$ cat config.mk
export PLATFORM = sky130hd
export DESIGN_NAME = apb_gpio_bridge
export DESIGN_NICKNAME = d
export VERILOG_FILES = /design/src/rtl/gpio_bridge_pkg.sv /design/src/rtl/apb_gpio_bridge.sv
export SDC_FILE = /design/constraint.sdc
export NUM_CORES = 1
export LEC_CHECK = 0
export ABC_AREA = 1
export CAP_MARGIN = 20
export CORE_ASPECT_RATIO = 2
export CORE_MARGIN = 2
export CORE_UTILIZATION = 52
export CTS_CLUSTER_DIAMETER = 80
export DETAILED_ROUTE_END_ITERATION = 8
export PLACE_DENSITY_LB_ADDON = 0.05
export SLEW_MARGIN = 20
export SYNTH_ARGS = -nofsm -noshare
export SYNTH_HDL_FRONTEND = slang
export SYNTH_SLANG_ARGS = --single-unit
$ cat constraint.sdc
create_clock -name clk -period 2.5 [get_ports clk]
set_input_delay 0.25 -clock clk [delete_from_list [all_inputs] [get_ports clk]]
set_output_delay 0.25 -clock clk [all_outputs]
set_load 0.02 [all_outputs]
$ cat src/rtl/gpio_bridge_pkg.sv
// -----------------------------------------------------------------------------
// gpio_bridge_pkg
// Shared definitions for the APB-to-GPIO command bridge:
//   - GPIO command opcodes (bits [7:6] of the command byte)
//   - APB register addresses
//   - bridge FSM state encoding
//   - helper to assemble a command byte
// -----------------------------------------------------------------------------
package gpio_bridge_pkg;

  // Command opcodes understood by the GPIO block.
  localparam logic [1:0] OP_CTL  = 2'b00;
  localparam logic [1:0] OP_DIR  = 2'b01;
  localparam logic [1:0] OP_PORT = 2'b10;
  localparam logic [1:0] OP_NOP  = 2'b11;

  // APB register map. Anything above A_PIN is invalid.
  localparam logic [3:0] A_CTL  = 4'd0;
  localparam logic [3:0] A_DIR  = 4'd1;
  localparam logic [3:0] A_PORT = 4'd2;
  localparam logic [3:0] A_PIN  = 4'd3;

  // Idle value of the command bus; the GPIO ignores the NOP opcode.
  localparam logic [7:0] CMD_NOP = {OP_NOP, 6'b00_0000};

  typedef enum logic [1:0] {
    IDLE,
    ISSUE,
    WAITPIN,
    DONE
  } state_t;

  // Build the GPIO command byte: opcode on top, 6-bit payload below.
  function automatic logic [7:0] make_cmd(input logic [1:0] op,
                                          input logic [5:0] payload);
    return {op, payload};
  endfunction

endpackage : gpio_bridge_pkg

$ cat src/rtl/apb_gpio_bridge.sv
// -----------------------------------------------------------------------------
// apb_gpio_bridge
// APB3 target that turns single register writes into one-cycle GPIO command
// bytes and serves pin-state reads from the GPIO report stream.
//
// Ports:
//   clk, rst          system clock; asynchronous active-high reset
//   psel, penable     APB select / access phase
//   pwrite            1 = write, 0 = read
//   paddr[3:0]        register address (0 CTL, 1 DIR, 2 PORT, 3 PIN)
//   pwdata[7:0]       write data
//   prdata[7:0]       read data, non-zero only while pready=1
//   pready            transfer complete (one cycle, in DONE)
//   pslverr           error response, only while pready=1
//   cmd_out[7:0]      command byte to the GPIO BUS_RDATA input (NOP = 8'hC0)
//   gpio_w            GPIO report strobe (BUS_W)
//   gpio_wdata[7:0]   GPIO report data (BUS_WDATA), pin state in [5:0]
//
// Parameter:
//   TIMEOUT           WAITPIN cycles allowed before a PIN read errors (>= 2)
// -----------------------------------------------------------------------------
module apb_gpio_bridge
  import gpio_bridge_pkg::*;
#(
  parameter int TIMEOUT = 16
) (
  input  logic       clk,
  input  logic       rst,
  input  logic       psel,
  input  logic       penable,
  input  logic       pwrite,
  input  logic [3:0] paddr,
  input  logic [7:0] pwdata,
  output logic [7:0] prdata,
  output logic       pready,
  output logic       pslverr,
  output logic [7:0] cmd_out,
  input  logic       gpio_w,
  input  logic [7:0] gpio_wdata
);

  localparam int CNT_W = $clog2(TIMEOUT) + 1;
  // Last counter value seen in WAITPIN before giving up; the FSM leaves
  // WAITPIN on this value, so the counter never needs to wrap.
  localparam logic [CNT_W-1:0] CNT_LAST = CNT_W'(TIMEOUT - 1);

  // ---------------------------------------------------------------------------
  // State and registered outputs
  // ---------------------------------------------------------------------------
  state_t           r_state;
  logic [7:0]       r_cmd;
  logic [7:0]       r_prdata;
  logic             r_pslverr;
  logic [CNT_W-1:0] r_cnt;
  logic             r_ctl_q;
  logic [5:0]       r_dir_q;
  logic [5:0]       r_port_q;

  state_t           w_state_nxt;
  logic [7:0]       w_cmd_nxt;
  logic [7:0]       w_prdata_nxt;
  logic             w_pslverr_nxt;
  logic [CNT_W-1:0] w_cnt_nxt;
  logic             w_ctl_nxt;
  logic [5:0]       w_dir_nxt;
  logic [5:0]       w_port_nxt;
  logic             w_access;

  // Upper data bits carry no meaning for this bridge.
  logic [3:0]       w_unused_bits;
  assign w_unused_bits = {pwdata[7:6], gpio_wdata[7:6]};

  assign w_access = psel & penable;

  // ---------------------------------------------------------------------------
  // Next-state and next-output logic
  // ---------------------------------------------------------------------------
  // NOTE: every signal written here gets a default first, so no path through
  // the case statement can leave one unassigned and infer a latch.
  always_comb begin
    w_state_nxt   = r_state;
    w_cmd_nxt     = CMD_NOP;   // command bus idles at NOP except in ISSUE
    w_prdata_nxt  = 8'h00;     // response fields are zero outside DONE
    w_pslverr_nxt = 1'b0;
    w_cnt_nxt     = r_cnt;
    w_ctl_nxt     = r_ctl_q;
    w_dir_nxt     = r_dir_q;
    w_port_nxt    = r_port_q;

    case (r_state)
      IDLE: begin
        if (w_access) begin
          if (pwrite) begin
            case (paddr)
              A_CTL: begin
                w_state_nxt = ISSUE;
                w_cmd_nxt   = make_cmd(OP_CTL, {5'b0_0000, pwdata[0]});
              end
              A_DIR: begin
                w_state_nxt = ISSUE;
                w_cmd_nxt   = make_cmd(OP_DIR, pwdata[5:0]);
              end
              A_PORT: begin
                w_state_nxt = ISSUE;
                w_cmd_nxt   = make_cmd(OP_PORT, pwdata[5:0]);
              end
              default: begin
                // PIN is read-only and 4..15 are unmapped: error, no command.
                w_state_nxt   = DONE;
                w_pslverr_nxt = 1'b1;
              end
            endcase
          end else begin
            case (paddr)
              A_CTL: begin
                w_state_nxt  = DONE;
                w_prdata_nxt = {7'b000_0000, r_ctl_q};
              end
              A_DIR: begin
                w_state_nxt  = DONE;
                w_prdata_nxt = {2'b00, r_dir_q};
              end
              A_PORT: begin
                w_state_nxt  = DONE;
                w_prdata_nxt = {2'b00, r_port_q};
              end
              A_PIN: begin
                w_state_nxt = WAITPIN;
                w_cnt_nxt   = '0;
              end
              default: begin
                w_state_nxt   = DONE;
                w_pslverr_nxt = 1'b1;
              end
            endcase
          end
        end
      end

      ISSUE: begin
        // The command is on cmd_out this cycle; commit the matching shadow
        // so a reset during ISSUE leaves the shadows untouched.
        w_state_nxt = DONE;
        case (r_cmd[7:6])
          OP_CTL:  w_ctl_nxt  = r_cmd[0];
          OP_DIR:  w_dir_nxt  = r_cmd[5:0];
          OP_PORT: w_port_nxt = r_cmd[5:0];
          default: ;
        endcase
      end

      WAITPIN: begin
        if (gpio_w) begin
          w_state_nxt  = DONE;
          w_prdata_nxt = {2'b00, gpio_wdata[5:0]};
        end else if (r_cnt == CNT_LAST) begin
          w_state_nxt   = DONE;
          w_pslverr_nxt = 1'b1;
        end else begin
          w_cnt_nxt = r_cnt + CNT_W'(1);
        end
      end

      DONE: begin
        w_state_nxt = IDLE;
      end

      default: begin
        w_state_nxt = IDLE;
      end
    endcase
  end

  // ---------------------------------------------------------------------------
  // State register
  // ---------------------------------------------------------------------------
  // NOTE: sequential state uses non-blocking assignments so every register
  // samples the pre-edge values regardless of statement order.
  always_ff @(posedge clk or posedge rst) begin
    if (rst) begin
      r_state   <= IDLE;
      r_cmd     <= CMD_NOP;
      r_prdata  <= 8'h00;
      r_pslverr <= 1'b0;
      r_cnt     <= '0;
      r_ctl_q   <= 1'b0;
      r_dir_q   <= 6'h00;
      r_port_q  <= 6'h00;
    end else begin
      r_state   <= w_state_nxt;
      r_cmd     <= w_cmd_nxt;
      r_prdata  <= w_prdata_nxt;
      r_pslverr <= w_pslverr_nxt;
      r_cnt     <= w_cnt_nxt;
      r_ctl_q   <= w_ctl_nxt;
      r_dir_q   <= w_dir_nxt;
      r_port_q  <= w_port_nxt;
    end
  end

  // ---------------------------------------------------------------------------
  // Outputs: all registered or decoded from the state register, so nothing
  // here depends combinationally on APB or GPIO inputs.
  // ---------------------------------------------------------------------------
  assign prdata  = r_prdata;
  assign pready  = (r_state == DONE);
  assign pslverr = r_pslverr;
  assign cmd_out = r_cmd;

endmodule : apb_gpio_bridge

# After elaboration in Yosys (flattened, before gate mapping)
# Cells that the tools add are included.
# word_totals
latch_bits,0
n_memories,0
regBits,37
rom_bits,0
word_cells,65
out_inout_bits,18
ramBits,0
# classes
n_mux,29
n_lt_le_gt_ge,0
n_reduce_logical,11
div,0
shift,0
n_addsub,1
n_mul,0
eq_ne,15
bitwise_logic,1
# ops
op,n
$mux W5,5
$mux W8,3
$pmux W8 S3,1
$mux W6,3
$pmux W6 S3,1
$pmux W6 S2,1
$mux W2,5
$pmux W5 S2,1
$eq A4 B2 Y1 const B,2
$ne A2 B2 Y1 const B,4
$pmux W2 S4,1
$reduce_and A2 Y1,4
$mux W1,7
$eq A2 B2 Y1 const B,3
$reduce_and A6 Y1,1
$add A5 B1 Y5 const B,1
$eq A5 B4 Y1 const B,1
$eq A2 B1 Y1 const B,2
$eq A4 B1 Y1 const B,1
$logic_not A2 Y1,2
$logic_not A4 Y1,1
$reduce_or A4 Y1,1
$ne A3 B3 Y1 const B,1
$reduce_or A3 Y1,1
other kinds (4),4

# Longest topological paths before layout
# depth
ltp_word,6
depth_mapped,10
depth_no_buf,10

# Worst setup path after synthesis
# No wires, ideal clock.
# synth_path
path_kind,reg2reg
from,register r_cnt[0]
to,register r_cnt[3]
stages_incl_launch_ff,11
arrival_ps,1494
slack_ps,888
period_less_slack_ps,1612
setup_time_ps,118
n_path_buf,0
path_cell_list,dfrtp_1 > ha_1 > nand2_1 > nor2_1 > ha_1 > nor2_1 > nand2_1 > a21oi_2 > nand2_2 > nand2_1 > nand2_1
# synth_via
elab_chain_len,4
elab_cells_between_ends,7
classes_between,1 x add/sub; 2 x eq/ne; 3 x mux; 1 x reduce/logical
# synth_lines
element,line_no,rtl
"start, declared",apb_gpio_bridge.sv:54,logic [CNT_W-1:0] r_cnt;
"start signal, assigned",apb_gpio_bridge.sv:194,r_cnt <= w_cnt_nxt;
$add A5 B1 Y5,apb_gpio_bridge.sv:160,w_cnt_nxt = r_cnt + CNT_W'(1);
$mux W5,apb_gpio_bridge.sv:156,end else if (r_cnt == CNT_LAST) begin
$mux W5,apb_gpio_bridge.sv:153,if (gpio_w) begin
$pmux W5 S2,apb_gpio_bridge.sv:90,case (r_state)
# Several ways; a longest one is shown, not always the timed one. The select of a mux whose other input is x is not followed.
# A chain may end at the register's enable or synchronous reset.

# Final worst setup path
# Ends and elaborated chain as after synthesis.

==> impl_metrics.ini <==
[clock_tree]
cts_buffers = 5
h-tree-depth = 2
cts_root_buf = clkbuf_8
path_clk_slew_ns = 0.07
clk-insertion-delay-late_ns = 0.29
cts_hold_buf = 0
cts_max_path_buffers = 2
cts_resized = 0
tritoncts = yes
clock_sinks = 35
post_cts_buffers = 0

[run_status]
outcome = complete, no violations

[layout]
final_nets = 283
design_area_um2 = 2225
syn_to_final_growth_pct = 27.18
drive_gt1_share_pct = 9.127
antennaDiodeCount = 0
fillCellCount = 281

[hold_path]
min_path_type = primary input to asynchronous set/reset pin

[timing]
final-setup-viol-count = 0
fin_ws_ns = 0.6213
period_share_pct = 75.15
fin_crit_ns = 1.879
max_freq_ghz = 0.5323
finalHoldViolCount = 0
clock_skew_ns = 0.002651
maxSlewViolCount = 0
rsz0062_at_grt = no
setup_tns_ns = 0

[logic_synthesis]
synth.avg_cell_area_um2 = 8.329
async_flop_share_pct = 100.0
yosys-top-cells-area = dfrtp_1, nand2_1, inv_1
post-synth-top-area-fraction_pct = 47.21
synth.ff_latch_count = 35
synthFlopType = dfrtp_1
ys_seq_area_share_pct = 50.21
synth.cell_area_um2 = 1749
synth.distinct_cells = 26
postSynthCellCount = 210
yosysWarnings = 0
synthTopCellsByCount = nand2_1, dfrtp_1, inv_1, nor2_1, o21ai_0
synth-edff-count = 0
yosysTopAreaCell = dfrtp_1
yosysMostFrequentCell = nand2_1

[global_routing]
antenna_found_initial = 0
grt_pass1_vias = 1535
gr-total-overflow = 0
track_usage_pct = 22.09
grt_pass1_wl_mm = 6.417
grt_max_degree = 36

[route]
num_vias = 1491
remaining_drc_errors = 0
wl_mm = 3.807
drtIter0Drc = 19
drtAntennaViolNets = 0
dr.pass1.iters = 4
avgRoutedWirePerCell_um = 13.45
via_per_inst = 5.269

[worst_setup_path]
startpoint_type = register
cp_slowest_stage_delay_ns = 0.43
crit_slowest_cell = dfrtp_1
crit_path_end_kind = register
crit_type = register to register
arrival_ns = 2.06
regToRegSetupSlack_ns = 0.62
worstPathCellList = ha_1 -> nand2_1 -> nor2_1 -> ha_1 -> nor2_1 -> nand2_1 -> a21oi_2 -> nand2_2 -> nand2_1 -> nand2_1
crit_top_cell = nand2_1
crit_required_ns = 2.68
critPathMaxFanout = 6

[pwr]
p_switching_mw = 0.5248
leakagePower_nw = 1.114
irDropWorstVdd_mv = 0.4787
pwr-share-seq_pct = 43.3
cellPowerDensity_nw_per_um2 = 676.4
p_int_mw = 0.9798
sw_frac_of_total_pct = 34.88
clockPowerShare_pct = 26.8
combPwrFrac_pct = 29.9

[die]
fp.coreArea_um2 = 3193
rows = 29
start_util_pct = 54.78
fp.dieH_um = 86.02
io_pins = 44
fp.dieArea_um2 = 3872
die_w_um = 45.01

[placed_design]
hpwl_mm = 2.930
gp_congestion = 0.7972
placed_cell_area_um2 = 2140
port_buffers = 37
pre_cts_slack_ns = 0.6284

[job]
drv_cap = 0
[critical path, delay by kind of cell (launching register included)]
family          cells  cell delay, ns
compound gates      1            0.30
simple gates        7            0.61
fa+ha+maj           2            0.42
flops               1            0.43
[final timing paths]
path,start,endpoint,depth (start not counted)
max,r_cnt[0]$_DFFE_PP0P_,r_cnt[3]$_DFFE_PP0P_,10
min,rst,cmd_out[1]$_DFF_PP0_,3
max reg2reg,r_cnt[0]$_DFFE_PP0P_,r_cnt[3]$_DFFE_PP0P_,10
min reg2reg,r_cnt[4]$_DFFE_PP0P_,r_cnt[4]$_DFFE_PP0P_,2
max in group asynchronous,rst,cmd_out[6]$_DFF_PP1_,3
min in group clk,r_cnt[4]$_DFFE_PP0P_,r_cnt[4]$_DFFE_PP0P_,2
[sequential cells by signal, indices dropped and copies added, names as in the netlist]
name and flops:
r_dir_q 6, cmd_out 8, r_ctl_q 1, prdata 6, r_cnt 5, r_state 2, pslverr 1, r_port_q 6
[per-stage QoR]
stage	util, %	hold slack (ns)	instances	power (mW)
floorplan	-	0.3562	211	0.9552
global placement	67.01	0.4567	275	1.094
detailed placement	67.01	0.4673	275	1.118
CTS	69.67	0.3866	283	1.518
global route	69.67	0.4198	283	1.597
finish	69.67	0.3679	283	1.505
[layout by cell type (no fill, tap or decap), types with 2 or more instances in the layout]
master and count:
ha_1 6, nor3_4 2, nand2_2 4, inv_1 25, clkdlybuf4s50_1 37, nor2_1 15, nand4_1 6, clkbuf_8 5
dfrtp_1 33, dfstp_2 2, conb_1 2, nand3_1 9, o21ai_0 15, nand2_1 73, a21oi_1 3
[logic make-up after synthesis]
| family | share of synthesized area [%] |
|---|---|
| other cells | 0.2144 |
| buf+inv | 7.296 |
| simple gates | 31.90 |
| compound gates | 6.080 |
| fa+ha+maj | 4.292 |
| flops | 50.21 |
[final cells by class]
| cell class | count | area [um^2] | area share (%) |
|---|---|---|---|
| sequential | 35 | 878.3 | 39.48 |
| multi-input combinational | 145 | 747.0 | 33.58 |
| timing repair buffer | 38 | 377.9 | 16.99 |
| inverter | 26 | 97.59 | 4.387 |
| clock buffer | 6 | 72.57 | 3.262 |
| tap | 31 | 38.79 | 1.744 |
| clock inverter | 2 | 12.51 | 0.5624 |
[metal layers]
| layer | GRT usage, % | vias to the layer above | wire length (um) |
|---|---|---|---|
| li1 | - | 735 | - |
| met1 | 22.64 | 710 | 1367 |
| met2 | 41.04 | 41 | 2223 |
| met3 | 4.000 | 5 | 162 |
| met4 | 8.824 | 0 | 53 |
| met5 | 0 | - | 0 |
[power groups by stage]
stage / clock, mW / combinational [mW] / sequential [mW]
4_1_cts: 0.410 / 0.456 / 0.652
2_1_floorplan: 0 / 0.283 / 0.672
5_1_grt: 0.431 / 0.508 / 0.658
6_report: 0.404 / 0.450 / 0.651
3_3_place_gp: 0 / 0.437 / 0.657
3_5_place_dp: 0 / 0.456 / 0.662
No activity file was read; power rests on OpenSTA's default activity.
